**src/rtl/icache_pkg.sv**
```systemverilog
// icache_pkg: geometry constants and FSM encoding for the L1 instruction cache refill controller.
// The FLUSH state exists only when ICACHE_FLUSH_EN is defined.
package icache_pkg;
  localparam int ADDRESS_WIDTH  = 32;
  localparam int CACHE_SIZE     = 65536;
  localparam int WORD_SIZE      = 4;
  localparam int WORD_PER_BLOCK = 16;
  localparam int L2_BUS_WIDTH   = WORD_PER_BLOCK * 8;
  localparam int BLOCK_BITS     = WORD_PER_BLOCK * WORD_SIZE * 8;
  localparam int BEATS          = BLOCK_BITS / L2_BUS_WIDTH;
  localparam int MEMORY_DEPTH   = CACHE_SIZE / (2 * WORD_PER_BLOCK * WORD_SIZE);
  localparam int LINE_SELECT    = $clog2(MEMORY_DEPTH);
  localparam int WORD_SELECT    = $clog2(WORD_PER_BLOCK);
  localparam int BYTE_SELECT    = $clog2(WORD_SIZE);
  localparam int TAG_WIDTH      = ADDRESS_WIDTH - LINE_SELECT - WORD_SELECT - BYTE_SELECT;
  localparam int BLK_WIDTH      = TAG_WIDTH + LINE_SELECT;
  typedef enum logic [2:0] {
    RUN, MISS_REQ, REFILL, WRITE, REPLAY
`ifdef ICACHE_FLUSH_EN
    , FLUSH
`endif
  } state_t;
endpackage

```
**src/rtl/icache_refill_controller_if.sv**
```systemverilog
// icache_refill_controller_if: fetch, L2 and cache-RAM signals of the refill controller.
// FLUSH is present only when ICACHE_FLUSH_EN is defined.
interface icache_refill_controller_if;
  import icache_pkg::*;
  logic [ADDRESS_WIDTH-1:0]   PC;
  logic                       PC_VALID, STALL_INSTRUCTION_CACHE, INSTRUCTION_CACHE_READY;
  logic                       TAG_MATCH_WAY0, TAG_MATCH_WAY1, LRU_WAY, HIT, HIT_WAY;
  logic [LINE_SELECT-1:0]     LOOKUP_LINE, WRITE_LINE;
  logic                       ADDRESS_TO_L2_READY_INS, ADDRESS_TO_L2_VALID_INS;
  logic [ADDRESS_WIDTH-3:0]   ADDRESS_TO_L2_INS;
  logic                       DATA_FROM_L2_READY_INS, DATA_FROM_L2_VALID_INS;
  logic [L2_BUS_WIDTH-1:0]    DATA_FROM_L2_INS;
  logic [1:0]                 TAG_WRITE_ENABLE, DATA_WRITE_ENABLE;
  logic [TAG_WIDTH-1:0]       TAG_WRITE_DATA;
  logic [BLOCK_BITS-1:0]      BLOCK_WRITE_DATA;
  logic                       LRU_WRITE_ENABLE, LRU_WRITE_DATA;
`ifdef ICACHE_FLUSH_EN
  logic                       FLUSH;
`endif
  modport master (
    input  PC, PC_VALID, STALL_INSTRUCTION_CACHE, TAG_MATCH_WAY0, TAG_MATCH_WAY1, LRU_WAY,
           ADDRESS_TO_L2_READY_INS, DATA_FROM_L2_VALID_INS, DATA_FROM_L2_INS,
`ifdef ICACHE_FLUSH_EN
           FLUSH,
`endif
    output INSTRUCTION_CACHE_READY, HIT, HIT_WAY, LOOKUP_LINE, WRITE_LINE,
           ADDRESS_TO_L2_VALID_INS, ADDRESS_TO_L2_INS, DATA_FROM_L2_READY_INS,
           TAG_WRITE_ENABLE, DATA_WRITE_ENABLE, TAG_WRITE_DATA, BLOCK_WRITE_DATA,
           LRU_WRITE_ENABLE, LRU_WRITE_DATA
  );
  modport slave (
    output PC, PC_VALID, STALL_INSTRUCTION_CACHE, TAG_MATCH_WAY0, TAG_MATCH_WAY1, LRU_WAY,
           ADDRESS_TO_L2_READY_INS, DATA_FROM_L2_VALID_INS, DATA_FROM_L2_INS,
`ifdef ICACHE_FLUSH_EN
           FLUSH,
`endif
    input  INSTRUCTION_CACHE_READY, HIT, HIT_WAY, LOOKUP_LINE, WRITE_LINE,
           ADDRESS_TO_L2_VALID_INS, ADDRESS_TO_L2_INS, DATA_FROM_L2_READY_INS,
           TAG_WRITE_ENABLE, DATA_WRITE_ENABLE, TAG_WRITE_DATA, BLOCK_WRITE_DATA,
           LRU_WRITE_ENABLE, LRU_WRITE_DATA
  );
endinterface

```
**src/rtl/icache_valid_array.sv**
```systemverilog
// icache_valid_array: per-way line valid bits with set, line-clear and combinational read.
module icache_valid_array
  import icache_pkg::*;
(
  input  logic                   clk,
  input  logic                   rst,
  input  logic                   set_en,
  input  logic                   set_way,
  input  logic [LINE_SELECT-1:0] set_line,
  input  logic                   clr_en,
  input  logic [LINE_SELECT-1:0] clr_line,
  input  logic [LINE_SELECT-1:0] rd_line,
  output logic                   rd0,
  output logic                   rd1
);
  logic [1:0][MEMORY_DEPTH-1:0] v_q, v_d;
  assign rd0 = v_q[0][rd_line];
  assign rd1 = v_q[1][rd_line];
  always_comb begin
    v_d = v_q;
    if (clr_en) begin
      v_d[0][clr_line] = 1'b0;
      v_d[1][clr_line] = 1'b0;
    end
    if (set_en) v_d[set_way][set_line] = 1'b1;
  end
  always_ff @(posedge clk) v_q <= rst ? '0 : v_d;
endmodule

```
**src/rtl/icache_refill_controller.sv**
```systemverilog
// icache_refill_controller: lookup qualification, victim choice, L2 refill and replay for a 2-way I-cache.
// Define ICACHE_FLUSH_EN to add the FLUSH input and a line-by-line valid flush state.
module icache_refill_controller
  import icache_pkg::*;
(
  input logic CLK,
  input logic RST,
  icache_refill_controller_if.master bus
);
  state_t state_q, state_d;
  logic [BLK_WIDTH-1:0] blk_q, blk_d;
  logic lv_q, lv_d, victim_q, victim_d;
  logic [$clog2(BEATS)-1:0] beat_q, beat_d;
  logic [BLOCK_BITS-1:0] block_q, block_d;
  logic [LINE_SELECT-1:0] line, clr_line;
  logic v0, v1, hit0, hit1, hit, miss, ready, accept, set_en, clr_en, lru_we, lru_wd;
  logic [1:0] we;
`ifdef ICACHE_FLUSH_EN
  logic [LINE_SELECT-1:0] fl_q, fl_d;
  logic fp_q, fp_d;
  assign clr_line = fl_q;
`else
  assign clr_line = line;
`endif
  assign line = blk_q[LINE_SELECT-1:0];
  assign hit0 = bus.TAG_MATCH_WAY0 & v0;
  assign hit1 = bus.TAG_MATCH_WAY1 & v1;
  assign hit  = state_q == RUN && lv_q && (hit0 || hit1);
  assign miss = state_q == RUN && lv_q && !(hit0 || hit1);
  icache_valid_array u_valid (
    .clk(CLK), .rst(RST), .set_en, .set_way(victim_q), .set_line(line),
    .clr_en, .clr_line, .rd_line(line), .rd0(v0), .rd1(v1)
  );
  always_comb begin
    state_d = state_q;
    blk_d = blk_q;
    lv_d = lv_q;
    victim_d = victim_q;
    beat_d = beat_q;
    block_d = block_q;
    ready = 1'b0;
    accept = 1'b0;
    set_en = 1'b0;
    clr_en = 1'b0;
    lru_we = 1'b0;
    lru_wd = 1'b0;
    we = 2'b00;
`ifdef ICACHE_FLUSH_EN
    fl_d = fl_q;
    fp_d = fp_q | (bus.FLUSH && state_q != FLUSH);
`endif
    case (state_q)
      RUN: begin
        ready = !miss;
`ifdef ICACHE_FLUSH_EN
        if (bus.FLUSH || fp_q) ready = 1'b0;
`endif
        accept = ready && bus.PC_VALID && !bus.STALL_INSTRUCTION_CACHE;
        lv_d = accept || (lv_q && (bus.STALL_INSTRUCTION_CACHE || miss));
        if (accept) blk_d = bus.PC[ADDRESS_WIDTH-1 -: BLK_WIDTH];
        lru_we = hit;
        lru_wd = hit0;
        if (miss) begin
          victim_d = v0 ? (v1 ? bus.LRU_WAY : 1'b1) : 1'b0;
          state_d = MISS_REQ;
        end
`ifdef ICACHE_FLUSH_EN
        else if (bus.FLUSH || fp_q) begin
          state_d = FLUSH;
          lv_d = 1'b0;
          fp_d = 1'b0;
        end
`endif
      end
      MISS_REQ: if (bus.ADDRESS_TO_L2_READY_INS) state_d = REFILL;
      REFILL: if (bus.DATA_FROM_L2_VALID_INS) begin
        block_d[beat_q*L2_BUS_WIDTH +: L2_BUS_WIDTH] = bus.DATA_FROM_L2_INS;
        beat_d = beat_q + 1'b1;
        if (beat_q == $bits(beat_q)'(BEATS-1)) state_d = WRITE;
      end
      WRITE: begin
        we = victim_q ? 2'b10 : 2'b01;
        set_en = 1'b1;
        lru_we = 1'b1;
        lru_wd = !victim_q;
        state_d = REPLAY;
      end
      REPLAY: state_d = RUN;
`ifdef ICACHE_FLUSH_EN
      FLUSH: begin
        clr_en = 1'b1;
        fl_d = fl_q + 1'b1;
        if (fl_q == LINE_SELECT'(MEMORY_DEPTH-1)) state_d = RUN;
      end
`endif
      default: state_d = RUN;
    endcase
  end
  always_ff @(posedge CLK) begin
    if (RST) begin
      state_q <= RUN;
      blk_q <= '0;
      lv_q <= 1'b0;
      victim_q <= 1'b0;
      beat_q <= '0;
      block_q <= '0;
    end else begin
      state_q <= state_d;
      blk_q <= blk_d;
      lv_q <= lv_d;
      victim_q <= victim_d;
      beat_q <= beat_d;
      block_q <= block_d;
    end
  end
`ifdef ICACHE_FLUSH_EN
  always_ff @(posedge CLK) begin
    if (RST) begin
      fl_q <= '0;
      fp_q <= 1'b0;
    end else begin
      fl_q <= fl_d;
      fp_q <= fp_d;
    end
  end
`endif
  both_ways_hit_a: assert property (@(posedge CLK) disable iff (RST)
    !(state_q == RUN && lv_q && hit0 && hit1));
  assign bus.INSTRUCTION_CACHE_READY = ready;
  assign bus.HIT               = hit;
  assign bus.HIT_WAY           = hit && !hit0;
  assign bus.LOOKUP_LINE       = line;
  assign bus.WRITE_LINE        = line;
  assign bus.ADDRESS_TO_L2_VALID_INS = state_q == MISS_REQ;
  assign bus.ADDRESS_TO_L2_INS = state_q == MISS_REQ ? {blk_q, {WORD_SELECT{1'b0}}} : '0;
  assign bus.DATA_FROM_L2_READY_INS = state_q == REFILL;
  assign bus.TAG_WRITE_ENABLE  = we;
  assign bus.DATA_WRITE_ENABLE = we;
  assign bus.TAG_WRITE_DATA    = blk_q[LINE_SELECT +: TAG_WIDTH];
  assign bus.BLOCK_WRITE_DATA  = block_q;
  assign bus.LRU_WRITE_ENABLE  = lru_we;
  assign bus.LRU_WRITE_DATA    = lru_wd;
endmodule

```
**src/flat_wrapper.sv**
```systemverilog
// flat-port wrapper written by rule: the top's interface ports become plain ports
module icache_refill_controller_flat import icache_pkg::*;
  (CLK, RST, bus_PC, bus_PC_VALID, bus_STALL_INSTRUCTION_CACHE, bus_TAG_MATCH_WAY0, bus_TAG_MATCH_WAY1, bus_LRU_WAY, bus_ADDRESS_TO_L2_READY_INS, bus_DATA_FROM_L2_VALID_INS, bus_DATA_FROM_L2_INS, bus_INSTRUCTION_CACHE_READY, bus_HIT, bus_HIT_WAY, bus_LOOKUP_LINE, bus_WRITE_LINE, bus_ADDRESS_TO_L2_VALID_INS, bus_ADDRESS_TO_L2_INS, bus_DATA_FROM_L2_READY_INS, bus_TAG_WRITE_ENABLE, bus_DATA_WRITE_ENABLE, bus_TAG_WRITE_DATA, bus_BLOCK_WRITE_DATA, bus_LRU_WRITE_ENABLE, bus_LRU_WRITE_DATA);
  icache_refill_controller_if bus_i ();
  input logic CLK;
  input logic RST;
  input wire logic [$bits(bus_i.PC)-1:0] bus_PC;
  input wire logic [$bits(bus_i.PC_VALID)-1:0] bus_PC_VALID;
  input wire logic [$bits(bus_i.STALL_INSTRUCTION_CACHE)-1:0] bus_STALL_INSTRUCTION_CACHE;
  input wire logic [$bits(bus_i.TAG_MATCH_WAY0)-1:0] bus_TAG_MATCH_WAY0;
  input wire logic [$bits(bus_i.TAG_MATCH_WAY1)-1:0] bus_TAG_MATCH_WAY1;
  input wire logic [$bits(bus_i.LRU_WAY)-1:0] bus_LRU_WAY;
  input wire logic [$bits(bus_i.ADDRESS_TO_L2_READY_INS)-1:0] bus_ADDRESS_TO_L2_READY_INS;
  input wire logic [$bits(bus_i.DATA_FROM_L2_VALID_INS)-1:0] bus_DATA_FROM_L2_VALID_INS;
  input wire logic [$bits(bus_i.DATA_FROM_L2_INS)-1:0] bus_DATA_FROM_L2_INS;
  output wire logic [$bits(bus_i.INSTRUCTION_CACHE_READY)-1:0] bus_INSTRUCTION_CACHE_READY;
  output wire logic [$bits(bus_i.HIT)-1:0] bus_HIT;
  output wire logic [$bits(bus_i.HIT_WAY)-1:0] bus_HIT_WAY;
  output wire logic [$bits(bus_i.LOOKUP_LINE)-1:0] bus_LOOKUP_LINE;
  output wire logic [$bits(bus_i.WRITE_LINE)-1:0] bus_WRITE_LINE;
  output wire logic [$bits(bus_i.ADDRESS_TO_L2_VALID_INS)-1:0] bus_ADDRESS_TO_L2_VALID_INS;
  output wire logic [$bits(bus_i.ADDRESS_TO_L2_INS)-1:0] bus_ADDRESS_TO_L2_INS;
  output wire logic [$bits(bus_i.DATA_FROM_L2_READY_INS)-1:0] bus_DATA_FROM_L2_READY_INS;
  output wire logic [$bits(bus_i.TAG_WRITE_ENABLE)-1:0] bus_TAG_WRITE_ENABLE;
  output wire logic [$bits(bus_i.DATA_WRITE_ENABLE)-1:0] bus_DATA_WRITE_ENABLE;
  output wire logic [$bits(bus_i.TAG_WRITE_DATA)-1:0] bus_TAG_WRITE_DATA;
  output wire logic [$bits(bus_i.BLOCK_WRITE_DATA)-1:0] bus_BLOCK_WRITE_DATA;
  output wire logic [$bits(bus_i.LRU_WRITE_ENABLE)-1:0] bus_LRU_WRITE_ENABLE;
  output wire logic [$bits(bus_i.LRU_WRITE_DATA)-1:0] bus_LRU_WRITE_DATA;
  assign bus_i.PC = bus_PC;
  assign bus_i.PC_VALID = bus_PC_VALID;
  assign bus_i.STALL_INSTRUCTION_CACHE = bus_STALL_INSTRUCTION_CACHE;
  assign bus_i.TAG_MATCH_WAY0 = bus_TAG_MATCH_WAY0;
  assign bus_i.TAG_MATCH_WAY1 = bus_TAG_MATCH_WAY1;
  assign bus_i.LRU_WAY = bus_LRU_WAY;
  assign bus_i.ADDRESS_TO_L2_READY_INS = bus_ADDRESS_TO_L2_READY_INS;
  assign bus_i.DATA_FROM_L2_VALID_INS = bus_DATA_FROM_L2_VALID_INS;
  assign bus_i.DATA_FROM_L2_INS = bus_DATA_FROM_L2_INS;
  assign bus_INSTRUCTION_CACHE_READY = bus_i.INSTRUCTION_CACHE_READY;
  assign bus_HIT = bus_i.HIT;
  assign bus_HIT_WAY = bus_i.HIT_WAY;
  assign bus_LOOKUP_LINE = bus_i.LOOKUP_LINE;
  assign bus_WRITE_LINE = bus_i.WRITE_LINE;
  assign bus_ADDRESS_TO_L2_VALID_INS = bus_i.ADDRESS_TO_L2_VALID_INS;
  assign bus_ADDRESS_TO_L2_INS = bus_i.ADDRESS_TO_L2_INS;
  assign bus_DATA_FROM_L2_READY_INS = bus_i.DATA_FROM_L2_READY_INS;
  assign bus_TAG_WRITE_ENABLE = bus_i.TAG_WRITE_ENABLE;
  assign bus_DATA_WRITE_ENABLE = bus_i.DATA_WRITE_ENABLE;
  assign bus_TAG_WRITE_DATA = bus_i.TAG_WRITE_DATA;
  assign bus_BLOCK_WRITE_DATA = bus_i.BLOCK_WRITE_DATA;
  assign bus_LRU_WRITE_ENABLE = bus_i.LRU_WRITE_ENABLE;
  assign bus_LRU_WRITE_DATA = bus_i.LRU_WRITE_DATA;
  icache_refill_controller u_core (.CLK(CLK), .RST(RST), .bus(bus_i));
endmodule
```
**config.mk**
```make
export PLATFORM = sky130hd
export DESIGN_NAME = icache_refill_controller_flat
export DESIGN_NICKNAME = d
export VERILOG_FILES = /design/src/rtl/icache_pkg.sv /design/src/rtl/icache_refill_controller_if.sv /design/src/rtl/icache_valid_array.sv /design/src/rtl/icache_refill_controller.sv /design/src/flat_wrapper.sv
export SDC_FILE = /design/constraint.sdc
export NUM_CORES = 2
export LEC_CHECK = 0
export CORE_ASPECT_RATIO = 1.75
export CORE_MARGIN = 1
export CORE_UTILIZATION = 55
export CTS_CLUSTER_SIZE = 24
export DETAILED_ROUTE_END_ITERATION = 8
export GPL_TIMING_DRIVEN = 0
export HOLD_SLACK_MARGIN = 0.08
export PLACE_DENSITY = 0.79
export SLEW_MARGIN = 40
export SYNTH_ARGS = -nofsm -noshare
export SYNTH_HDL_FRONTEND = slang
export SYNTH_SLANG_ARGS = --single-unit
export TNS_END_PERCENT = 10
```
**constraint.sdc**
```tcl
create_clock -name CLK -period 4.5 [get_ports CLK]
set_clock_uncertainty 0.15 [all_clocks]
set_input_delay 0.45 -clock CLK [delete_from_list [all_inputs] [get_ports CLK]]
set_output_delay 0.45 -clock CLK [all_outputs]
set_load 0.02 [all_outputs]
```
Yosys cells after proc, flatten, opt, wreduce, memory -nomap -nowiden. Index checks and enable logic that the tools add are counted.

Reduce and logical (&&, ||, !) cells: 22. Bitwise logic cells: 3. Eq/ne operators: 8. Multiplexer cells: 23. Magnitude comparators: 4. Shift-type cells: 2. Add/subtract/negate cells: 2.

Operators with widths (count): 1024-bit OR (1); 512-bit bitwise mux (1); 512-bit demux with 1-bit select (1); 512-bit 2-to-1 mux (1); 128-bit by 34-bit variable shift with 512-bit output (first input constant) (1); 128-bit by 34-bit variable part select with 512-bit output (1); 9-bit negator with 34-bit output (1); 30-bit 2-to-1 mux (1); 1-bit binary-select mux with 9-bit select (2); 3-bit 2-to-1 mux (4); 3-bit one-hot mux with 4 select lines (1); 9-bit by 10-bit less-than comparator with 1-bit output (second input constant) (1); 1-bit demux with 9-bit select (1); 9-bit by 1-bit >= comparator with 1-bit output (second input constant) (1); 1-bit logical AND (9); 1-bit 2-to-1 mux (7); 3-bit by 2-bit equality test with 1-bit output (second input constant) (2); 2-bit AND reduction (3); 1-bit logical NOT (5); 2-bit 2-to-1 mux (2); 2-bit by 1-bit != test with 1-bit output (second input constant) (2); 2-bit != test (second input constant) (2); 1-bit one-hot mux with 2 select lines (2); 4-bit AND reduction (1); other kinds (8) (11).

Bits in registers: 1569. Input port bits: 169.

Longest topological paths before layout.
Depth in word-level cells: 10. Gate-level depth with buffers: 16. Depth with buffers taken out: 9.

Cells and area by module. From an unflattened synthesis, not the netlist that was laid out.

Cell total of the unflattened synthesis: 8306. Area, all modules: 68354.3 sq um.

By module, submodules not included: icache_valid_array (area each 46234.3 sq um, times used 1, cells an instance 5689, seq. area each 20499.7 sq um); icache_refill_controller (area each 22120.0 sq um, times used 1, cells an instance 2617, seq. area each 10910.5 sq um).

Least setup slack after synthesis. OpenSTA, ideal clock, no wires.

Kind: reg-to-output. From: register u_core.blk_q[1]. To: output bus_HIT_WAY. Data arrival time: 3.222 ns. Path slack: 0.678 ns. Cell stages (with the launch flop): 14. Buffers on the path: 5. Cell sequence: dfxtp_1 > buf_6 > buf_4 > buf_4 > buf_2 > buf_2 > mux2i_1 > nand2_1 > nand3_1 > o22ai_1 > o21ai_0 > o2111ai_1 > o31ai_4 > nor3b_1.

Longest elaborated chain between the ends: 6. Elaborated cells on any way between the ends: 10.

RTL lines: start, declared (line icache_refill_controller.sv:11) `logic [BLK_WIDTH-1:0] blk_q, blk_d;`; start signal, assigned (line icache_refill_controller.sv:109) `blk_q <= blk_d;`; 1-bit binary-select mux with 9-bit select, on equally long branches (line icache_valid_array.sv:17, icache_valid_array.sv:18); 1-bit 2-to-1 mux, on equally long branches (line icache_valid_array.sv:17, icache_valid_array.sv:18); 1-bit AND, on equally long branches (line icache_refill_controller.sv:26, icache_refill_controller.sv:27); 1-bit logical OR (line icache_refill_controller.sv:28) `assign hit = state_q == RUN && lv_q && (hit0 || hit1);`; 1-bit logical AND (line icache_refill_controller.sv:28); 1-bit logical AND (*) (line icache_refill_controller.sv:131) `assign bus.HIT_WAY = hit && !hit0;`; end, declared (line flat_wrapper.sv:18) `output wire logic [$bits(bus_i.HIT_WAY)-1:0] bus_HIT_WAY;`.

Every way passes the cells marked *; elsewhere a longest branch is shown, timed or not. The select of a mux whose other input is x is not followed.

Final worst setup path.
From: register u_core.blk_q[2]. To: output bus_HIT_WAY.

The elaborated chain is that of the path after synthesis.

==> results.yml <==
run_status:
  run_status: "finished, violations left"
  violations: "DRC, setup timing"
clocking:
  clock_latency_ns: 0.82
  cts-root-buf: "clkbuf_16"
  cts_tree: "done"
  clkSinkCount: 1569
  clk_pin_slew_worst_paths_ns: 0.07
  clockBufferDepth: 3
  cts_buffers: 142
  htreeDepth: 4
cells_and_area:
  stdcell_count: 9477
  final_area_um2: 76800
  layout_common_cells: "dfxtp_1, a21oi_1, nor2_1"
  final_net_count: 8142
  final_common_cell: "dfxtp_1"
  fill_cells: 8457
  drive_above_1_share: 0.0911
  syn2layout_area_growth_pct: 28.7
  post-route-util: 0.715
setup_path:
  r2r_slack_ns: -0.06
  critPathMaxFanout: 11
  rr_startpoint: "u_core.blk_q[3]$_SDFFE_PP0P_"
  cp_cell_sequence: "clkbuf_8, nor2_4, clkbuf_4, nand3_1, o21ai_1, o21ai_2, nand4_1, buf_6, o21ai_4, buf_12, buf_4, nor3b_4, buf_6"
  cp.required_ns: 3.90
  cp-end-kind: "primary output"
  cp_common_cell: "buf_6"
  path_class: "reg -> out"
  cp.arrival_ns: 4.47
  path_buf_inv: 6
  crit_start: "u_core.blk_q[2]$_SDFFE_PP0P_"
  reg2reg_depth: 10
  cpMaxStageDelayCell: "nor2_4"
  worstSetupStartpointType: "register"
  cp_top_family: "buffers and inverters"
  r2r_end: "u_core.u_valid.v_q[666]$_SDFFE_PP0P_"
  cpPeakStageDelay_ns: 0.77
yosys:
  synthMuxAreaShare: 0.0965
  yosysSeqAreaShare: 0.526
  avgSynthCellArea_um2: 8.59
  async_flop_share: 0
  yosysWarnings: 0
  ys_types: 54
  synthCells: 6950
  synth-edff-count: 0
  netlist_top_cells_area: "dfxtp_1, a21oi_1, nor2_1"
  yosys.area.top_type: "dfxtp_1"
  ys.flop_type: "dfxtp_1"
  synth_compound_gate_area_share: 0.158
  ys_ff_latch: 1569
  synth_fa_ha_area_frac: 0.00126
  synth_top_area_frac: 0.526
  synth-xor-area-share: 0.000147
  synth.cell_area_um2: 59700
  synth-simple-area-share: 0.171
  synth_top_family_by_area: "simple AND/OR/NAND/NOR gates"
power:
  p_per_area_nw_per_um2: 387
  p_leak_nw: 26.4
  ir_worst_vdd_mv: 0.452
floorplan:
  pin_count: 757
  die_h_um: 438
  placementRows: 159
  start_util: 0.556
  die_w_um: 251
  dieArea_um2: 110000
  core_um2: 107000
placed_design:
  place_inst: 9070
  dp_hpwl_mm: 222
  pre_cts_slack_ns: -1.94
  gp_congestion: 1.05
  placed_area_um2: 69100
  port_buffers: 745
routing:
  firstDrtPassIters: 9
  drt_iter0_markers: 8867
  wl_per_cell_um: 32.5
  dr_total_vias: 62500
  antenna_left: 0
  post_drt_via_cell_ratio: 6.59
  drc_errors: 6
  wirelength_mm: 308
grt:
  grt_max_degree: 17
  grt_pass1_wl_mm: 425
  antenna_found_initial: 38
  grt_overflow: 0
  grt_pass1_vias: 58400
  grtUsageTotal: 0.549
timing:
  finalSetupViolCount: 6
  rsz0062_at_grt: "true"
  relSlewSlack: 0.309
  post-route-min-period_ns: 5.07
  fin_hold_ws_ns: 0.122
  clock.fmax_mhz: 197
  fin_crit_sh: 1.13
  slew_violations: 0
  worst_slew_pin_slew_ns: 1.03
  hold_viol: 0
  setup_ws_ns: -0.573
worst_hold_path:
  holdPathEnd: "u_core.blk_q[0]$_SDFFE_PP0P_"
  min_path_cells: 3
  hp-class: "in -> reg"
  worstHoldStart: "bus_PC[6]"
flow_run:
  maxCapViolations: 0
==> per-layer routing <==
metal,up-vias,global-route usage,share of wire
li1,25900,-,-
met1,29200,0.544,0.30
met2,5235,0.821,0.43
met3,2075,0.226,0.13
met4,10,0.621,0.14
met5,-,0.00132,0.00026
==> kinds of logic (layout without fill, tap and decap cells) <==
| kind of cell | count (synthesis) | in the layout |
|---|---|---|
| other | 1 | 32 |
| and+or+nand+nor | 2447 | 2447 |
| DFF | 1569 | 1569 |
| buffers and inverters | 695 | 1823 |
| muxes | 456 | 456 |
| xor gates and xnor gates | 1 | 1 |
| AOI/OAI and AO/OA | 1775 | 1775 |
| adders and majority gates | 6 | 6 |
==> synth_stat cells, types with 5 or more instances <==
| cell | n |
|---|---|
| dfxtp_1 | 1569 |
| a21oi_1 | 1567 |
| nor2_1 | 1110 |
| nand2_1 | 643 |
| clkbuf_1 | 594 |
| nand3_1 | 592 |
| mux2i_1 | 356 |
| a22oi_1 | 156 |
| mux4_2 | 95 |
| buf_2 | 52 |
| and2_1 | 29 |
| buf_4 | 26 |
| nand4_1 | 25 |
| o21ai_0 | 11 |
| buf_1 | 10 |
| nor2b_1 | 7 |
| nor3_1 | 7 |
| ha_1 | 6 |
| inv_1 | 6 |
| nor3b_1 | 6 |
| a2111oi_0 | 5 |
| a221oi_1 | 5 |
| a31oi_1 | 5 |
| and3_1 | 5 |
| buf_6 | 5 |
| nand2b_1 | 5 |
| o22ai_1 | 5 |
==> timing repair <==
item	4_1_cts	5_1_grt
hold buffers	23	0
pin swaps	38	6
buffers inserted	83	16
hold endpoints to repair	23	0
endpoints found under the setup margin	1008	5
gates resized for setup	416	5
gates cloned	4	0
==> how the worst max path moves through the flow <==
stage	to	slack (ns)	cells past startpoint
final	bus_HIT_WAY	-0.57	13
after global routing	bus_LRU_WRITE_ENABLE	-0.42	15
after CTS	bus_LRU_WRITE_ENABLE	-0.16	15
after detailed placement	bus_LRU_WRITE_ENABLE	-1.94	13
after global placement	bus_LRU_WRITE_ENABLE	-2.54	12
after floorplan	bus_HIT_WAY	0.68	13
==> registers in the layout, summed over array words and instances (netlist names) <==
name,cells
u_core.u_valid.v_q,1024
u_core.bus.BLOCK_WRITE_DATA,512
u_core.blk_q,26
u_core.state_q,3
u_core.beat_q,2
u_core.lv_q,1
u_core.victim_q,1
==> report_power, final <==
part	switching [mW]	total, mW	internal, mW	leakage, nW
Combinational	2.00	2.91	0.904	11.3
Sequential	0.0457	14.0	13.9	12.6
Clock	5.74	12.9	7.11	2.41
==> through the flow <==
| step | setup TNS (ns) | total power, mW |
|---|---|---|
| CTS | -0.694 | 29.3 |
| finish | -2.66 | 29.7 |
| detailed placement | -569.29 | 16.6 |
| global placement | -1080.73 | 16.6 |
| floorplan | 0 | 15.3 |
| global route | -2.01 | 30.1 |
==> worst reg2reg max path: stages, from the launching register on <==
cell      delay (ns)
dfxtp_1         0.38
clkbuf_8        0.23
buf_12          0.21
buf_12          0.23
buf_12          0.24
clkbuf_4        0.44
nand2_1         0.58
nor2_1          0.85
clkbuf_1        0.83
a21oi_1         0.20
nor2_1          0.15
==> cell type report <==
class                   count  area (um2)  share of cell area
diodes                     28        70.1            0.000912
plain buffers             682        4020              0.0524
clock buffers             206        4240              0.0552
clock inverters            52         596             0.00775
inverters                   8        33.8            0.000440
multi-input cells        4689       25900               0.338
flip-flops and latches   1569       31400               0.409
well taps                1368        1710              0.0223
repair buffers            875        8770               0.114
Power figures use the tool's default switching activity.
